### src/rtl/regfile_wb_queue.sv
// ============================================================================
//  Module   : regfile_wb_queue
//  Purpose  : In-order writeback queue feeding the single write port of the
//             32x32 register file. Accepts ALU and load writebacks (load has
//             priority), retires one entry per cycle, publishes a pending-write
//             mask for RAW hazard detection.
//  Options  : REGFILE_WB_BYPASS_EN - adds a two-port combinational lookup that
//             returns the youngest queued value for a source register.
//  Revision : 1.0 - initial release
// ============================================================================
`default_nettype none

module regfile_wb_queue #(
    parameter int DEPTH = 4,
    parameter int XLEN  = 32
) (
    input  logic                    clk,
    input  logic                    rst,
    input  logic                    alu_valid,
    input  logic [4:0]              alu_rd,
    input  logic [XLEN-1:0]         alu_data,
    output logic                    alu_ready,
    input  logic                    ld_valid,
    input  logic [4:0]              ld_rd,
    input  logic [XLEN-1:0]         ld_data,
    output logic                    ld_ready,
    output logic                    rf_we,
    output logic [4:0]              rf_rd,
    output logic [XLEN-1:0]         rf_wdata,
    output logic [31:0]             pend_mask,
    output logic [$clog2(DEPTH):0]  q_count
`ifdef REGFILE_WB_BYPASS_EN
    ,
    input  logic [4:0]              byp_rs1,
    input  logic [4:0]              byp_rs2,
    output logic                    byp_hit1,
    output logic                    byp_hit2,
    output logic [XLEN-1:0]         byp_data1,
    output logic [XLEN-1:0]         byp_data2
`endif
);

    localparam int PTR_W = $clog2(DEPTH);

    // Queue storage and bookkeeping
    logic [4:0]       rd_mem_q   [DEPTH];
    logic [XLEN-1:0]  data_mem_q [DEPTH];
    logic [DEPTH-1:0] valid_q;
    logic [PTR_W-1:0] head_q;
    logic [PTR_W-1:0] tail_q;
    logic [PTR_W:0]   count_q;
    logic [PTR_W:0]   count_d;

    logic             w_not_full;
    logic             w_ld_take;
    logic             w_alu_take;
    logic             w_push;
    logic             w_pop;
    logic [4:0]       w_push_rd;
    logic [XLEN-1:0]  w_push_data;

    // Ready is based on the registered count only; a same-cycle pop never
    // opens a slot for a push (keeps ready off the retire path).
    assign w_not_full = (count_q < (PTR_W+1)'(DEPTH));
    assign ld_ready   = !rst && w_not_full;
    assign alu_ready  = !rst && w_not_full && !ld_valid;

    assign w_ld_take  = ld_valid && ld_ready;
    assign w_alu_take = alu_valid && alu_ready;

    // Select the accepted request; writes to x0 finish the handshake but are dropped
    always_comb begin
        w_push_rd   = 5'd0;
        w_push_data = '0;
        w_push      = 1'b0;
        if (w_ld_take) begin
            w_push_rd   = ld_rd;
            w_push_data = ld_data;
            w_push      = (ld_rd != 5'd0);
        end else if (w_alu_take) begin
            w_push_rd   = alu_rd;
            w_push_data = alu_data;
            w_push      = (alu_rd != 5'd0);
        end
    end

    // Head entry drives the register file; reset suppresses any in-flight commit
    assign w_pop    = !rst && (count_q != '0);
    assign rf_we    = w_pop;
    assign rf_rd    = rd_mem_q[head_q];
    assign rf_wdata = data_mem_q[head_q];
    assign q_count  = count_q;

    // Occupancy: push and pop together leave it unchanged
    always_comb begin
        count_d = count_q;
        if (w_push && !w_pop) begin
            count_d = count_q + 1'b1;
        end else if (!w_push && w_pop) begin
            count_d = count_q - 1'b1;
        end
    end

    // Pointer, valid and occupancy update; pointers wrap naturally (DEPTH is 2^n)
    always_ff @(posedge clk) begin
        if (rst) begin
            head_q  <= '0;
            tail_q  <= '0;
            count_q <= '0;
            valid_q <= '0;
        end else begin
            if (w_pop) begin
                valid_q[head_q] <= 1'b0;
                head_q          <= head_q + 1'b1;
            end
            if (w_push) begin
                valid_q[tail_q] <= 1'b1;
                tail_q          <= tail_q + 1'b1;
            end
            count_q <= count_d;
        end
    end

    // Entry payload capture; payload needs no reset because valid_q qualifies it
    always_ff @(posedge clk) begin
        if (!rst && w_push) begin
            rd_mem_q[tail_q]   <= w_push_rd;
            data_mem_q[tail_q] <= w_push_data;
        end
    end

    // Pending-write mask: decoded rd of every valid entry; x0 is never pending
    always_comb begin
        pend_mask = '0;
        for (int i = 0; i < DEPTH; i++) begin
            if (valid_q[i]) begin
                pend_mask[rd_mem_q[i]] = 1'b1;
            end
        end
        pend_mask[0] = 1'b0;
    end

`ifdef REGFILE_WB_BYPASS_EN
    // Bypass lookup: walk oldest to youngest so the youngest match wins
    always_comb begin
        logic [PTR_W-1:0] idx;
        byp_hit1  = 1'b0;
        byp_hit2  = 1'b0;
        byp_data1 = '0;
        byp_data2 = '0;
        idx       = '0;
        for (int i = 0; i < DEPTH; i++) begin
            idx = head_q + PTR_W'(i);
            if (valid_q[idx] && (rd_mem_q[idx] == byp_rs1) && (byp_rs1 != 5'd0)) begin
                byp_hit1  = 1'b1;
                byp_data1 = data_mem_q[idx];
            end
            if (valid_q[idx] && (rd_mem_q[idx] == byp_rs2) && (byp_rs2 != 5'd0)) begin
                byp_hit2  = 1'b1;
                byp_data2 = data_mem_q[idx];
            end
        end
    end
`endif

endmodule

`default_nettype wire

### config.mk
export PLATFORM = sky130hd
export DESIGN_NAME = regfile_wb_queue
export DESIGN_NICKNAME = d
export VERILOG_FILES = /design/src/rtl/regfile_wb_queue.sv
export SDC_FILE = /design/constraint.sdc
export NUM_CORES = 1
export LEC_CHECK = 0
export CAP_MARGIN = 20
export CORE_MARGIN = 8
export CORE_UTILIZATION = 55
export DETAILED_ROUTE_END_ITERATION = 7
export PLACE_DENSITY_LB_ADDON = 0.08
export SYNTH_ARGS = -nofsm -noshare
export SYNTH_HDL_FRONTEND = slang
export SYNTH_SLANG_ARGS = --single-unit
### constraint.sdc
create_clock -name clk -period 4.9 [get_ports clk]
set_input_delay 0.735 -clock clk [delete_from_list [all_inputs] [get_ports clk]]
set_output_delay 0.735 -clock clk [all_outputs]
set_load 0.1 [all_outputs]
Word-level counts from Yosys, hierarchy flattened
Memories as Yosys holds them, arrays and structs flattened. A register that Yosys moved wholly into a read port is not among the register bits.
Cells that the tools add are included.
{"block": "word_totals", "regBits": 11, "mem_bits_rw": 148, "inputBits": 78, "output_inout_bits": 75, "elab_cells": 84, "mem_count": 2}
{"block": "op_classes", "addsub": 4, "n_lt_le_gt_ge": 13, "muxes": 33, "bitwise_logic": 6, "reduce_logical": 22}
{"memory": "data_mem_q", "words": 4, "word_bits": 32, "rd": 1, "rd_clocked_by_memory_dff": 1, "write_ports": 1, "line": "47", "rtl": "logic [XLEN-1:0] data_mem_q [DEPTH];"}
{"memory": "rd_mem_q", "words": 4, "word_bits": 5, "rd": 5, "rd_clocked_by_memory_dff": 1, "write_ports": 1, "line": "46", "rtl": "logic [4:0] rd_mem_q [DEPTH];"}
{"operator": "$mux 32", "n": 6}
{"operator": "$or 32x32->32", "n": 3}
{"operator": "$lt 5x6->1 const B", "n": 4}
{"operator": "$demux 1 s5", "n": 4}
{"operator": "$ge 5x1->1 const B", "n": 4}
{"operator": "$logic_and 1x1->1", "n": 14}
{"operator": "$mux 4", "n": 3}
{"operator": "$mux 1", "n": 10}
{"operator": "$mux 5", "n": 2}
{"operator": "$reduce_bool 5->1", "n": 2}
{"operator": "$mux 2", "n": 4}
{"operator": "$lt 2x3->1 const B", "n": 2}
{"operator": "$mux 3", "n": 2}
{"operator": "$add 2x1->2 const B", "n": 2}
{"operator": "$and 4x4->4", "n": 1}
{"operator": "$demux 1 s2", "n": 2}
{"operator": "$ge 2x1->1 const B", "n": 2}
{"operator": "$logic_not 1->1", "n": 4}
{"operator": "$not 4->4", "n": 1}
{"operator": "$or 4x4->4", "n": 1}
{"operator": "$add 3x1->3 const B", "n": 1}
{"operator": "$lt 3x3->1 const B", "n": 1}
{"operator": "$reduce_bool 3->1", "n": 1}
{"operator": "$sub 3x1->3 const B", "n": 1}
{"operator": "$reduce_bool 2->1", "n": 1}

Depth between registers and ports, before layout
Gate-level depths: netlist (run 1).
An unclocked memory read counts as a cell.
{"block": "depth", "depth_word": 12, "depth_mapped": 9, "mapped_depth_nobuf": 9}

Worst setup path after synthesis (run 1)
OpenSTA, ideal clock, no wires.
{"block": "synth_timing", "kind": "flip-flop to flip-flop", "start": "reg count_q[2] (netlist: q_count[2])", "end": "reg count_q[2] (netlist: q_count[2])", "setup_ps": 70, "arrival_ps": 3712, "required_time_ps": 4830, "path_slack_ps": 1118, "stages_incl_launch_ff": 10, "path_buffers": 0, "period_less_slack_ps": 3782, "path_cell_list": "dfxtp_1 nor3_1 nor2_1 inv_1 ha_1 inv_1 fa_1 xor2_1 or3_1 a21oi_1"}
{"block": "synth_via", "word_cells_on_any_way": 18, "classes_between": "add/sub (2); order compare (1); mux (4); reduce/logical (11)"}
{"element": "from (decl)", "line": "51", "rtl": "logic [PTR_W:0] count_q;"}
{"element": "from (signal assigned)", "line": "120", "rtl": "count_q <= count_d;"}
{"element": "$reduce_bool 3->1 (*)", "line": "88", "rtl": "assign w_pop = !rst && (count_q != '0);"}
{"element": "$logic_and 1x1->1 (*)", "line": "88"}
{"element": "net rf_we", "line": "27", "rtl": "output logic rf_we,"}
{"element": "$logic_not 1->1", "line": "97", "rtl": "if (w_push && !w_pop) begin"}
{"element": "$logic_and 1x1->1", "line": "97"}
{"element": "$mux 3 or $reduce_bool 2->1 (tied branches)"}
The timed path passes the listed nets; every way through them passes the cells marked *. The select of a mux whose other input is x is not followed.
A chain may end at the register's enable or synchronous reset.

==> results of run 1 <==
-- metrics by stage --
stage | area [um2] | setup WS, ps | util, % | instances
2_1_floorplan | 7360 | 1120 | - | 460
3_3_place_gp | 8990 | 1380 | 68.4 | 762
3_5_place_dp | 8990 | 1350 | 68.4 | 762
4_1_cts | 9540 | 1080 | 72.6 | 794
5_1_grt | 9540 | 948 | 72.6 | 794
6_report | 9540 | 1060 | 72.6 | 794
-- metal layers --
metal | vias up | part of all wire [%]
met3 | 29 | 8.4
met5 | - | 0
met2 | 290 | 49
li1 | 2200 | -
met4 | 0 | 1.6
met1 | 2498 | 41
-- worst paths after layout --
check | start | endpoint | slack, ps | depth (start not counted)
min | head_q[1]$_SDFFE_PP0N_ | flop | 530 | 2
min reg2reg | head_q[1]$_SDFFE_PP0N_ | flop | 530 | 2
max reg2reg | q_count[2]$_SDFFE_PP0P_ | q_count[2]$_SDFFE_PP0P_ | 2510 | 9
max | rd_mem_q[1][1]$_DFFE_PP_ | pend_mask[29] | 1060 | 4
-- power groups by stage --
stage                     registers, mW  clock network [mW]  logic [mW]
final                              1.85                1.22        2.71
after global routing               1.88                1.30        2.80
after CTS                          1.86                1.23        2.73
after detailed placement           1.89                   0        2.71
after global placement             1.87                   0        2.70
after floorplan                    1.86                   0        2.09
-- flip-flops by register name, summed over array words and instances (netlist names), named ones only --
name,count
valid_q,4
head_q,2
data_mem_q,128
q_count,3
tail_q,2
rd_mem_q,20
-- critical path, delay by kind of cell, from the launching register on --
kind	cells	cell delay [ps]
DFF	1	490
and+or+nand+nor	1	660
AOI/OAI and AO/OA	1	260
buffers and inverters	2	1280
-- logic make-up after synthesis --
kind of cell               synth area share (%)
other                                    0.0510
xor gates and xnor gates                  0.357
and+or+nand+nor                            7.02
DFF                                        63.9
buffers and inverters                      2.55
AOI/OAI and AO/OA                          12.7
muxes                                      11.6
adders and majority gates                  1.80
-- placed cells by master (no fill, tap or decap), types with 2 or more instances in the layout --
cell type | Yosys | final
mux2i_1 | 2 | 2
nand2_1 | 21 | 21
inv_8 | 0 | 3
or3_1 | 2 | 2
a32o_1 | 4 | 4
ha_1 | 9 | 9
nor2_1 | 22 | 22
clkinvlp_4 | 0 | 3
inv_6 | 0 | 5
a22o_1 | 36 | 36
or2_2 | 2 | 2
inv_1 | 10 | 10
o221ai_1 | 30 | 30
a22oi_1 | 28 | 28
nor3_1 | 6 | 6
edfxtp_1 | 148 | 148
dfxtp_1 | 13 | 11
clkbuf_16 | 0 | 17
clkdlybuf4s50_1 | 0 | 149
dfxtp_2 | 0 | 2
buf_4 | 7 | 7
nand2b_1 | 10 | 10
clkbuf_1 | 11 | 2
and2_2 | 0 | 4
or4_4 | 2 | 2
nor2b_1 | 11 | 11
nand3_1 | 8 | 8
mux4_2 | 37 | 37
clkinv_4 | 0 | 2
nand4_1 | 2 | 2
o21ai_4 | 2 | 2
xor2_1 | 2 | 2
a21oi_1 | 4 | 4
-- area by class of cell --
| cell class | instances | area share [%] |
|---|---|---|
| flip-flops and latches | 161 | 49.4 |
| multi-input cells | 259 | 26.0 |
| repair buffers | 156 | 16.2 |
| clock buffers | 19 | 4.54 |
| well taps | 176 | 2.31 |
| clock inverters | 13 | 1.23 |
| inverters | 10 | 0.394 |
==> impl_results.md, run 1 <==
* Outcome: finished clean
* Port Buf Inserts at 151
* Hold crit path type: reg2reg
* Worst-path maximum fanout at 8
* RSZ-0062 raised after global routing: false
* Headroom to the max-slew limit at 30.4%
* Clk Tree Root Cell: clkbuf_16
* Hold_buf cts at 0
* Vias at 5017
* Initial core utilization at 56.0%
* Min Hold Slack at 528 ps
* Register area share after synthesis at 63.9%
* Dominant synthesized flop cell: edfxtp_1
* Vias in the first global route at 5222
* Sequential share of power at 32.0%
* Worst Path Arrival at 3100 ps
* Largest net degree at the start of global routing at 38
* Nets at 693
* Clock slew at reported path FFs at 60 ps
* CP max stage cell: clkdlybuf4s50_1
* Hpwl dp at 13300 um
* Post-Syn Nets at 548
* ANT cells at 0
* Die area at 17300 um2
* Resize count post-CTS at 0
* Post-CTS Setup Bufs at 0
* Routing usage on met2 at 35.9%
* 1st-iter DRT viols at 535
* Cell taking the most area after synthesis: edfxtp_1
* Die Ht at 132 um
* Synthesis-stage register bit count at 161
* Post-synthesis cell count at 460
* CTS max path bufs at 2
* Fraction of registers with async set/reset at 0%
* Critical path type: reg2out
* Sum of negative setup slack at 0 ps
* Count leader, synth: edfxtp_1
* Yosys top cell area share at 60.4%
* Combinational cell fraction of total power at 46.9%
* Core Box Area at 13100 um2
* Top post-synthesis cells by count: edfxtp_1, mux4_2, a22o_1
* GPL Wtd Cong at 0.930
* CTS tree: done
* Setup crit start kind: flop
* Crit-path cells: nor2b_1, inv_1, o221ai_1, clkdlybuf4s50_1
* Sw power at 2.67 mW
* Initial antenna violation count at 0
* Fin. Hold Viols at 0
* Met3 Usage GRT at 7.58%
* Vias per cell at 6.32
* Met1 usage at 28.2%
* Unique cell type count in the Yosys netlist at 42
* Area of the multi-input gates at 2480 um2
* Num Clock Sinks at 161
* First-pass GRT wire length at 29800 um
* Minimum clock period at 3840 ps
* Gr busiest metal: met2
* Clock skew at 9.71 ps
* Antenna-violating nets left at 0
* Register area at 4710 um2
* Tot Pwr at 5.78 mW
* H-tree levels at 4
* VDD IR max at 0.000467 V
* First-pass iteration count of the detailed router at 7
* Worst-Margin Slew at 1040 ps
* CTS Buf Count at 17
* Drc violations at 0
* Leakage power at 3.11 nW
* CP endpoint kind: output port
* Die X at 132 um
* Syn Area/Cell at 16.0 um2
* Net Sw Frac at 46.1%
* Gr ovfl total at 0
* Period utilisation layout at 78.4%
* Pins Over Slew Limit at 0
* Clock power share at 21.1%
* Synth Cell Area at 7360 um2
* Routed len/inst at 24.2 um
* Synth top area cells: edfxtp_1, mux4_2, a22o_1
* Share of layout cells above drive strength 1 at 14.6%
* Worst-skew pair later-pin latency at 420 ps
* Setup Viol. Count Final at 0
* Num rows at 42
* Gr usage total at 22.4%
* CP required at 4160 ps
* Max Cap Viol at 0
* Ports at 153
* Fill count at 829
* Int Pwr at 3.11 mW
* Drt total wl at 19200 um
* Yosys warnings at 0
* Post-synth EDFFs at 148
* Area Overhead vs Synth at 29.6%
* PwrDens at 606 nW/um2
* Fmax at 0.260 GHz
* CP peak stage delay at 1190 ps
(Power assumes the default switching activity.)
==> run 2, diff against run 1 <==
CORE_UTILIZATION = 46   (was 55)
clock period = 3.3 ns   (was 4.9 ns; I/O delays follow)
==> run 2 against run 1 <==
  * Final area fell by 0.63%
  * Clock skew fell by 2.4 ps
  * Total power rose by 49%
==> impl_results.md, run 2 (same netlist as run 1, synthesis figures left out) <==
* Outcome: finished clean
* Max reg flops at 128
* Int Pwr at 4.63 mW
* Drt total wl at 18000 um
* First-pass GRT wire length at 27700 um
* Initial antenna violation count at 0
* Num rows at 46
* Die area at 20300 um2
* Ports at 153
* Worst Hold Depth at 1
* Critical path type: reg2out
* Drc violations at 0
* Clock slew at reported path FFs at 70 ps
* Fin. Hold Viols at 0
* Setup crit start kind: flop
* Largest net degree at the start of global routing at 38
* Pins Over Slew Limit at 0
* Sequential share of power at 31.6%
* CTS Buf Count at 17
* Setup Viol. Count Final at 0
* Area of the multi-input gates at 2480 um2
* CTS max path bufs at 2
* Worst-path maximum fanout at 26
* Vias in the first global route at 5080
* Clock power share at 22.4%
* Period utilisation layout at 81.1%
* CP max stage cell: dfxtp_2
* Core Box Area at 15800 um2
* Top Registers: data_mem_q: 128 flops, rd_mem_q: 20 flops, valid_q: 4 flops
* Register area at 4710 um2
* Commonest non-fill, non-tap cell in the layout: edfxtp_1
* GPL Wtd Cong at 0.926
* Leakage power at 3.25 nW
* PwrDens at 910 nW/um2
* Antenna-violating nets left at 0
* Vias at 4854
* Worst Path Arrival at 2180 ps
* RSZ-0062 raised after global routing: false
* Port Buf Inserts at 151
* Worst-skew pair later-pin latency at 420 ps
* R2R Setup Slk at 930 ps
* Post-CTS Setup Bufs at 0
* First-pass iteration count of the detailed router at 5
* Clk Tree Root Cell: clkbuf_16
* Clock skew at 7.35 ps
* H-tree levels at 4
* Routed len/inst at 21.5 um
* Gr usage total at 17.9%
* Worst-Margin Slew at 1070 ps
* Nets at 694
* Initial core utilization at 46.7%
* CP peak stage delay at 590 ps
* Die X at 142 um
* CP endpoint kind: output port
* Hold_buf cts at 0
* Gr ovfl total at 0
* Reg2Reg Depth at 9
* Sw power at 4.00 mW
* Biggest register: data_mem_q
* Tot Pwr at 8.62 mW
* Minimum clock period at 2680 ps
* 1st-iter DRT viols at 317
* Hold path start: tail_q[0]$_SDFFE_PP0N_
* Combinational cell fraction of total power at 46.0%
* ANT cells at 0
* Area Overhead vs Synth at 28.8%
* Share of layout cells above drive strength 1 at 27.0%
* Die Ht at 142 um
* CP required at 2800 ps
* Hpwl dp at 12500 um
* Worst min-delay path endpoint: tail_q[0]$_SDFFE_PP0N_
* Net Sw Frac at 46.4%
* Reg2Reg Launch Point: q_count[2]$_SDFFE_PP0P_
* Fill count at 1236
* Min Hold Slack at 518 ps
* Reg-to-Reg End: q_count[2]$_SDFFE_PP0P_
* Num Clock Sinks at 161
* CTS tree: done
* Vias per cell at 5.81
* VDD IR max at 0.000596 V
* Hold crit path type: reg2reg
* Headroom to the max-slew limit at 29.0%
* Most frequent cells in the layout: edfxtp_1, buf_4, clkdlybuf4s50_1
* Crit-path cells: buf_12, mux4_2, buf_4
* Fmax at 0.374 GHz
* Max Cap Viol at 0
* Resize count post-CTS at 0
* Sum of negative setup slack at 0 ps
## run 2: cell count changes in the layout (fill, tap and decap cells not counted), sizes merged
cell and delta:
buf +73, clkinv +1, bufinv +1, clkdlybuf4s50 -72, clkbuf -2, inv +1, clkinvlp -1
## run 2: layout make-up
type,instances,area share (%)
Multi-Input combinational cell,259,26.2
Timing Repair Buffer,157,14.6
Sequential cell,161,49.7
Inverter,10,0.396
Clock inverter,15,1.77
Clock buffer,17,4.49
Tap cell,216,2.85
## run 2: critical path, delay by kind of cell, from the launching register on
family	cells	cell delay, ps
flip-flops	1	590
multiplexers	1	590
buffers and inverters	2	560
## run 2: worst max-delay path by stage
stage / from / to / cells after the start
floorplan: q_count[2]$_SDFFE_PP0P_ / q_count[2]$_SDFFE_PP0P_ / 9
global placement: rst / data_mem_q[1][24]$_DFFE_PP_ / 5
detailed placement: rst / q_count[2]$_SDFFE_PP0P_ / 10
CTS: flop / rf_wdata[7] / 3
global route: flop / rf_wdata[7] / 3
finish: flop / rf_wdata[7] / 3
## run 2: through the flow
step	utilization (%)	setup WS [ps]	cells	instance area, um2
2_1_floorplan	-	-8.92	460	7370
3_3_place_gp	56.3	347	803	8880
3_5_place_dp	56.3	317	803	8880
4_1_cts	60.1	563	835	9480
5_1_grt	60.1	503	835	9480
6_report	60.1	624	835	9480
## run 2: metal layers
layer	GRT usage, %	vias up	wire (um)
met2	29.8	239	8960
met1	21.8	2390	7350
met5	0	-	0
met3	4.46	25	1330
li1	-	2200	-
met4	7.49	0	308
## run 2: power by group through the flow
stage               clock network (mW)  registers, mW  logic [mW]
floorplan                            0           2.76        3.10
global route                      2.03           2.76        4.13
detailed placement                   0           2.77        4.00
global placement                     0           2.76        3.98
CTS                               1.96           2.73        4.01
finish                            1.93           2.72        3.96
==> run 3, diff against run 2 <==
CORE_UTILIZATION = 51   (was 46)
clock period = 2.6 ns   (was 3.3 ns; I/O delays follow)
==> run 3 against run 2 <==
  * Global-route usage rose by 3.7 points
  * Sequential share of layout area fell by 5.4 points
  * Wire length rose by 8.8%
  * Clock-buffer cell count rose by 1
  * Sequential power rose by 26%
  * Register-to-register slack got worse by 740 ps
  * Critical endpoint is now pend_mask[24]
  * Largest power group unchanged
==> impl_results.md, run 3 (same netlist as run 1, synthesis figures left out) <==
* Outcome: finished clean
* CP endpoint kind: output port
* Period utilisation layout at 95.7%
* Port Buf Inserts at 151
* Sum of negative setup slack at 0 ps
* Num Clock Sinks at 161
* Leakage power at 3.63 nW
* CTS Buf Count at 17
* Routed length on met3 at 1380 um
* Int Pwr at 6.82 mW
* PwrDens at 1140 nW/um2
* Net Sw Frac at 44.0%
* Clock skew at 10.4 ps
* Pins Over Slew Limit at 0
* Largest net degree at the start of global routing at 38
* Initial antenna violation count at 0
* Reg2Reg Launch Point: q_count[0]$_SDFFE_PP0P_
* CTS max path bufs at 2
* Clock slew at reported path FFs at 60 ps
* Commonest non-fill, non-tap cell in the layout: edfxtp_1
* VDD IR max at 0.00103 V
* Num rows at 44
* Worst Path Arrival at 2100 ps
* CTS tree: done
* Fin. Hold Viols at 0
* Max reg flops at 128
* Critical path type: reg2out
* Fmax at 0.402 GHz
* Biggest register: data_mem_q
* Drc violations at 0
* Minimum clock period at 2490 ps
* Clk Tree Root Cell: clkbuf_16
* ANT cells at 0
* First-pass GRT wire length at 30300 um
* Reg2Reg Depth at 9
* Sw power at 5.35 mW
* Top Registers: data_mem_q: 128 flops, rd_mem_q: 20 flops, valid_q: 4 flops
* Reg-to-Reg End: q_count[2]$_SDFFE_PP0P_
* Worst-Margin Slew at 708 ps
* Gr usage total at 21.6%
* Drt total wl at 19500 um
* CP startpoint: valid_q[3]$_SDFF_PP0_
* CP Capture Point: pend_mask[24]
* Worst-path maximum fanout at 6
* Post-CTS Setup Bufs at 0
* Share of layout cells above drive strength 1 at 33.1%
* Die X at 136 um
* Antenna-violating nets left at 0
* Worst-skew pair later-pin latency at 420 ps
* Min Hold Slack at 538 ps
* Vias at 5009
* Clock power share at 20.2%
* Hold crit path type: reg2reg
* Area Overhead vs Synth at 44.7%
* Headroom to the max-slew limit at 52.7%
* Die area at 18500 um2
* Die Ht at 136 um
* Fill count at 857
* Most frequent cells in the layout: edfxtp_1, clkdlybuf4s50_1, buf_12
* Hpwl dp at 13800 um
* Initial core utilization at 51.4%
* Vias per cell at 6.10
* Setup crit start kind: flop
* GPL Wtd Cong at 0.926
* Met1 Wirelength at 7650 um
* Nets at 712
* 1st-iter DRT viols at 385
* Core Box Area at 14300 um2
* Hold_buf cts at 0
* Resize count post-CTS at 0
* Ports at 153
* Final design utilization at 74.4%
* H-tree levels at 4
* Gr ovfl total at 0
* Combinational cell fraction of total power at 51.7%
* Top Metal Used: met4
* CP required at 2210 ps
* Routed len/inst at 23.8 um
* Setup Viol. Count Final at 0
* First-pass iteration count of the detailed router at 7
* Sequential share of power at 28.1%
* R2R Setup Slk at 190 ps
* WL met2 at 10200 um
* Vias in the first global route at 5422
* RSZ-0062 raised after global routing: false
* Max Cap Viol at 0
run 3: cell types whose count changed in the layout (fill, tap and decap cells not counted):
cell / previous run / this run
buf_12: 1 / 74
buf_4: 79 / 24
o221ai_1: 30 / 6
o221ai_2: 0 / 24
inv_6: 8 / 3
dfxtp_1: 11 / 8
dfxtp_2: 2 / 5
inv_8: 1 / 4
clkbuf_1: 0 / 1
clkinv_4: 1 / 2
nor2_2: 1 / 0
nor2_4: 0 / 1
run 3: final cells by class:
type / instances / area [um2] / area share, %
clock buffers: 18 / 429 / 4.03
repair buffers: 175 / 2430 / 22.8
flip-flops and latches: 161 / 4710 / 44.2
multi-input cells: 259 / 2640 / 24.8
well taps: 184 / 230 / 2.16
inverters: 10 / 37.5 / 0.353
clock inverters: 14 / 166 / 1.56
run 3: metrics by stage:
stage | cell area [um2] | power (mW) | setup slack [ps] | std cells
final | 10600 | 12.2 | 111 | 821
after global routing | 10600 | 12.5 | 31.5 | 821
after CTS | 10600 | 12.3 | 87.6 | 821
after detailed placement | 10000 | 9.78 | -187 | 789
after global placement | 10000 | 9.70 | -93.6 | 789
after floorplan | 7520 | 7.48 | -248 | 460
run 3: how the worst min path moves through the flow:
stage,start,end,cells after the start
final,tail_q[0]$_SDFFE_PP0N_,tail_q[0]$_SDFFE_PP0N_,1
after global routing,head_q[1]$_SDFFE_PP0N_,flop,2
after CTS,tail_q[0]$_SDFFE_PP0N_,tail_q[0]$_SDFFE_PP0N_,1
after detailed placement,tail_q[0]$_SDFFE_PP0N_,tail_q[0]$_SDFFE_PP0N_,1
after global placement,head_q[1]$_SDFFE_PP0N_,flop,2
after floorplan,tail_q[0]$_SDFFE_PP0N_,tail_q[0]$_SDFFE_PP0N_,1
run 3: per-layer routing:
metal  vias up  global-route usage [%]
li1       2244                       -
met5         -                       0
met3        32                    5.14
met2       232                    37.0
met1      2501                    26.3
met4         0                    7.38
run 3: power by group through the flow:
stage	clock network, mW	logic, mW	registers (mW)
after CTS	2.49	6.34	3.42
after global placement	0	6.25	3.45
after global routing	2.58	6.50	3.46
final	2.46	6.30	3.42
after detailed placement	0	6.30	3.48
after floorplan	0	3.97	3.51
run 3: critical path: stages (launching register included):
cell,delay (ps)
dfxtp_1,460
nor2b_1,350
nand3_1,320
o221ai_2,340
buf_12,210
